### src/rtl/phase_sequencer.sv
// N-phase instruction sequencer with stall, early termination, halt/resume and a retired-instruction counter.
// Optional single-step from HALTED is compiled in with PHASE_SEQ_STEP_EN.
module phase_sequencer #(
    parameter int NUM_PHASES = 2,
    localparam int PW        = $clog2(NUM_PHASES),
    parameter int CNT_W      = 8
) (
    input  logic                  clk,
    input  logic                  reset,
    input  logic                  stall,
    input  logic                  early_end,
    input  logic                  halt_req,
    input  logic                  resume,
    input  logic                  step,
    output logic [PW-1:0]         phase,
    output logic [NUM_PHASES-1:0] phase_onehot,
    output logic                  instr_done,
    output logic                  halted,
    output logic [CNT_W-1:0]      instr_count
);

`ifdef PHASE_SEQ_STEP_EN
    typedef enum logic [1:0] {S_RUN, S_HALTED, S_STEP} state_t;
`else
    typedef enum logic [1:0] {S_RUN, S_HALTED} state_t;
    logic unused_step;
    assign unused_step = step;
`endif

    localparam logic [PW-1:0]         LAST_PHASE = PW'(NUM_PHASES - 1);
    localparam logic [NUM_PHASES-1:0] ONEHOT0    = NUM_PHASES'(1);

    state_t                  state_q, state_n;
    logic [PW-1:0]           phase_q, phase_n;
    logic [NUM_PHASES-1:0]   onehot_q;
    logic [CNT_W-1:0]        cnt_q, cnt_n;
    logic                    pend_q, pend_n;
    logic                    active, boundary;

    always_ff @(posedge clk or posedge reset) begin
        if (reset) begin
            state_q  <= S_RUN;
            phase_q  <= '0;
            onehot_q <= ONEHOT0;
            cnt_q    <= '0;
            pend_q   <= 1'b0;
        end else begin
            state_q  <= state_n;
            phase_q  <= phase_n;
            onehot_q <= ONEHOT0 << phase_n;
            cnt_q    <= cnt_n;
            pend_q   <= pend_n;
        end
    end

    always_comb begin
        state_n  = state_q;
        phase_n  = phase_q;
        cnt_n    = cnt_q;
        pend_n   = pend_q | halt_req;
`ifdef PHASE_SEQ_STEP_EN
        active   = (state_q == S_RUN) || (state_q == S_STEP);
`else
        active   = (state_q == S_RUN);
`endif
        boundary   = (phase_q == LAST_PHASE) || early_end;
        instr_done = active && !stall && boundary;

        if (active && !stall) begin
            if (boundary) begin
                phase_n = '0;
                cnt_n   = cnt_q + CNT_W'(1);
                // A pulse arriving on the boundary cycle itself still halts here.
                if (pend_q || halt_req) begin
                    state_n = S_HALTED;
                    pend_n  = 1'b0;
                end
            end else begin
                phase_n = phase_q + PW'(1);
            end
        end

`ifdef PHASE_SEQ_STEP_EN
        if (state_q == S_STEP && state_n == S_STEP) begin
            if (resume)
                state_n = S_RUN;
            else if (instr_done)
                state_n = S_HALTED;
        end
`endif

        if (state_q == S_HALTED) begin
            // Halt is already satisfied; a request seen while halted is not remembered.
            phase_n = '0;
            pend_n  = 1'b0;
            if (resume && !halt_req)
                state_n = S_RUN;
`ifdef PHASE_SEQ_STEP_EN
            else if (step && !resume)
                state_n = S_STEP;
`endif
        end
    end

    assign phase        = phase_q;
    assign phase_onehot = onehot_q;
    assign halted       = (state_q == S_HALTED);
    assign instr_count  = cnt_q;

endmodule

### config.mk
export PLATFORM = sky130hd
export DESIGN_NAME = phase_sequencer
export DESIGN_NICKNAME = d
export VERILOG_FILES = /design/src/rtl/phase_sequencer.sv
export SDC_FILE = /design/constraint.sdc
export NUM_CORES = 1
export LEC_CHECK = 0
export CORE_UTILIZATION = 42
export DETAILED_ROUTE_END_ITERATION = 16
export HOLD_SLACK_MARGIN = 0.1
export PLACE_DENSITY_LB_ADDON = 0.08
export SETUP_SLACK_MARGIN = 0.05
export SLEW_MARGIN = 15
export SYNTH_ARGS = -nofsm -noshare
export SYNTH_HDL_FRONTEND = slang
export SYNTH_SLANG_ARGS = --single-unit
### constraint.sdc
create_clock -name clk -period 1.5 [get_ports clk]
set_input_delay 0.3 -clock clk [delete_from_list [all_inputs] [get_ports clk]]
set_output_delay 0.3 -clock clk [all_outputs]
set_load 0.02 [all_outputs]
==> results list <==
* Global routing usage summed across all routing layers: 18.12%
- Cell accounting for the most synthesized area: dfrtp_1
- Top Usage Layer GRT: met2
* Vias per cell: 4.950
- Fill cells in the final layout number 118.
- Synthesis instantiated 24 different standard cells from the library.
* Share of the synthesized area in the top cell type: 50.85%
- Setup repair after global routing could not meet its margin everywhere.
- Worst setup path startpoint: stall
* Multi-input gate area in the final layout: 240.2 µm²
* Clock network fraction of total power: 13.4%
- Initial DRC Count: 4
* Fraction of met1 tracks used by global routing: 23.67%
- Antenna violations before repair: 0
* Delay of the slowest critical-path stage: 0.46 ns
- CP Data Arrival Time: 1.21 ns
- Combinational fraction of design power: 49.7%
- Share of synthesized area occupied by flip-flops and latches: 55.30%
* Worst supply voltage drop on vdd: 1265 µV
- The final reports fail on setup timing.
- Detailed placement finished with a half-perimeter wire length of 888.6 µm.
* Crit path max fanout: 2
- Endpoint of the most critical register-to-register path: instr_count[1]
- Per-instance average area after synthesis: 12.05 µm²
* Fraction of synthesis flops using an asynchronous set or reset pin: 100.0%
- Vias after detailed routing: 495
- For this design the static power due to leakage is 0.4549 nW.
- The flow ran to the end, but the final reports show violations.
- Residual antenna-violating net count after detailed routing: 0
- CTS tree: yes
* Worst Reg2Reg Path Length in Cells: 5
- Endpoint class of the critical path: primary output
- On the final layout, the worst clock skew is 0.003896 ns.
* Number of flops mapped to enable cells by yosys: 0
* Largest delay contributor family on the critical path: buffers and inverters
- In the final routed layout, each cell accounts on average for 12.71 µm.
- CP Cell Sequence: clkdlybuf4s50_1 > nor4_4 > buf_4
* Startpoint of the worst-slack reg-to-reg timing path: phase_onehot[1]
- From bottom edge to top edge, the die measures 39.50 µm.
* Final WL: 1.271 mm
* Worst slew pin tran: 0.4863 ns
- The finished layout holds 100 standard cells, fillers aside.
- Entering global routing, the biggest net connects 14 pins.
* Met2 Resource Use GR: 27.46%
* Ports placed on the boundary: 20
- Counting I/O delays and the setup requirement, the final critical path takes 1.506 ns.
- The longest clock path from root to sink contains 2 buffers.
* Fraction of power spent switching nets: 36.20%
* Final clock period utilization by the worst path: 100.4%
- Area enclosed by the die boundary: 1560 µm²
* Category of the worst setup path launch point: input port
- The number of global-route vias before repair was 438.
- Power spread over the standard cell area amounts to 1684 nW/µm².
* Total of endpoints with negative setup slack in the final report: 1
* Cell count after synthesis: 49
- Final weighted congestion in routability-driven placement: 0.7146
- On the critical path, the stage with the largest delay is an instance of clkdlybuf4s50_1.
- At the end of the flow, the number of nets in the layout was 94.
- Synthesis-to-layout area growth: 54.87%
- Across the run, the number of max-cap violations was 0.
* Worst Setup Slack, final: -0.006199 ns
- From left edge to right edge, the die measures 39.50 µm.
- The synthesized design contains 13 register bits.
- The number of antenna diodes in the final layout is 0.
- Count of clock tree sinks: 13
* Count of port buffers added during placement: 18
* Share of post-route cells with drive strength above 1: 37.65%
* DR DRC count: 0
- Summing every instance area after synthesis gives 590.6 µm².
- Mapped Nets: 57
* Met3 Track Usage GR: 5.114%
- WS Path Type: input port to primary output
- The total area inside the core boundary comes to 1301 µm².
* Area contributors post-synth: dfrtp_1 (51%), xnor2_1 (7.4%), dfstp_2 (4.4%)
- Net switching component of the power: 0.0005575 W
- Global routing finished with a remaining overflow of 0.
- Number of standard-cell rows in the floorplan: 13
- The number of clock buffers added by TritonCTS is 3.
* Clock-pin slew on the worst setup and hold paths: 0.08 ns
* Required time reported for the critical path endpoint: 1.20 ns
- Power share of the sequential group: 36.9%
* Buffers and inverters on the worst path: 2
- Latest clock arrival within the worst-skew pair: 0.26 ns
* TritonRoute pass-1 iters: 4
- The final count of hold timing violations came to 0.
- Syn. warnings: 0
* Path class of the lowest-slack min-delay path: input port to asynchronous set/reset pin
* Storage element area: 327.8 µm²
* Root Driver: clkbuf_4
- The number of placed instances, taps included, is 90.
- Cells fill 70.29% of the core in the end.
* Count of H-tree levels built during CTS: 1
* Highest clock rate: 663.9 MHz
- Max-Slew Margin vs Limit: 67.55%
- Cell internal power was estimated by the tool at 0.0009824 W.
- For this configuration, the core starts out at a cell density of 45.38%.
* Wire length of the first global-routing pass: 1.835 mm
* Count of pins over their slew limit: 0
- Reg2Reg Setup Slack: 0.07 ns
* Most frequently used flop master after synthesis: dfrtp_1
## power by group through the flow
stage | sequential [W] | clock [W] | combinational [W]
global placement | 0.000572 | 0 | 0.000691
global route | 0.000577 | 0.000236 | 0.000823
floorplan | 0.000675 | 0 | 0.000226
detailed placement | 0.000577 | 0 | 0.000700
finish | 0.000569 | 0.000206 | 0.000765
CTS | 0.000571 | 0.000217 | 0.000691
## state kept, by name, indices dropped and copies added, names as in the netlist
| register | flops |
|---|---|
| instr_count | 8 |
| phase_onehot | 2 |
| state_q | 2 |
| pend_q | 1 |
## how the worst max path moves through the flow
stage | endpoint | cells past startpoint | slack, ns
after global placement | instr_done | 4 | -0.54
final | instr_done | 3 | -0.006
after floorplan | instr_count[1] | 3 | -0.04
after detailed placement | instr_done | 4 | -0.55
after global routing | instr_done | 3 | -0.05
after CTS | instr_done | 2 | -0.02
## routing by layer
| layer | vias up | wire length, µm |
|---|---|---|
| li1 | 245 | - |
| met2 | 10 | 622 |
| met4 | 0 | 0 |
| met3 | 0 | 42 |
| met5 | - | 0 |
| met1 | 240 | 607 |
## cell type report
cell class	count	area share [%]
Multi-Input combinational cell	31	26.27
Sequential cell	13	35.84
Timing Repair Buffer	35	32.15
Tap cell	15	2.052
Inverter	2	0.8208
Clock buffer	4	2.873
## worst reg2reg max path, cell delays in order (launching register included)
cell,delay [ns]
dfrtp_2,0.39
nor2_2,0.06
nor4_4,0.30
buf_4,0.16
buf_6,0.12
mux2_4,0.29
## what timing repair did
| action | in CTS | in global routing |
|---|---|---|
| endpoints found under the setup margin | 14 | 7 |
| buffers inserted | 2 | 4 |
| pin swaps | 1 | 1 |
| hold buffers | 0 | 0 |
| gates resized for setup | 26 | 6 |
## cells in the final DEF, fill, tap and decap left out
| cell type | n |
|---|---|
| clkdlybuf4s50_1 | 4 |
| and2b_2 | 1 |
| dlygate4sd2_1 | 8 |
| and4_1 | 1 |
| nand3_1 | 3 |
| a21o_2 | 1 |
| nand4b_1 | 1 |
| clkdlybuf4s15_1 | 2 |
| clkbuf_4 | 3 |
| nand2_1 | 1 |
| clkbuf_1 | 1 |
| mux2_4 | 1 |
| buf_6 | 3 |
| dfrtp_2 | 1 |
| xnor2_1 | 5 |
| nor2_2 | 1 |
| nor3_1 | 1 |
| nor4_1 | 2 |
| clkbuf_2 | 2 |
| xor2_1 | 2 |
| inv_1 | 2 |
| nor2_1 | 3 |
| dfstp_2 | 1 |
| a31oi_1 | 1 |
| and3_1 | 1 |
| ha_1 | 1 |
| buf_4 | 16 |
| a21oi_1 | 2 |
| nor4_2 | 1 |
| nand4_1 | 1 |
| nor4_4 | 1 |
| dfrtp_1 | 11 |
## kinds of logic (layout without fill, tap and decap cells)
| family | count (synthesis) | after routing | synth area share (%) |
|---|---|---|---|
| simple gates | 18 | 18 | 19.91 |
| flops | 13 | 13 | 55.30 |
| xor+xnor | 7 | 7 | 10.38 |
| buf+inv | 5 | 41 | 6.145 |
| compound gates | 4 | 4 | 4.238 |
| fa+ha+maj | 1 | 1 | 2.118 |
| mux | 1 | 1 | 1.907 |
## cell usage after synthesis, types with 2 or more instances
library cell and n:
a21oi_1 2, nor4_1 3, nor2_1 4, inv_1 2
xnor2_1 5, xor2_1 2, nand3_1 3, dfrtp_1 12
## through the flow
step / worst slack (ns) / hold slack (ns) / cell area, µm² / power, W / setup TNS [ns]
final: -0.006199 / 0.3483 / 914.6 / 0.001540 / -0.006199
after global routing: -0.04623 / 0.3968 / 914.6 / 0.001636 / -0.04623
after CTS: -0.01546 / 0.3650 / 882.1 / 0.001480 / -0.01546
after detailed placement: -0.5456 / 0.4629 / 850.8 / 0.001277 / -1.980
after global placement: -0.5378 / 0.4533 / 850.8 / 0.001263 / -1.813
after floorplan: -0.04082 / 0.1762 / 598.1 / 0.0009010 / -0.1068
(Power assumes the default switching activity.)
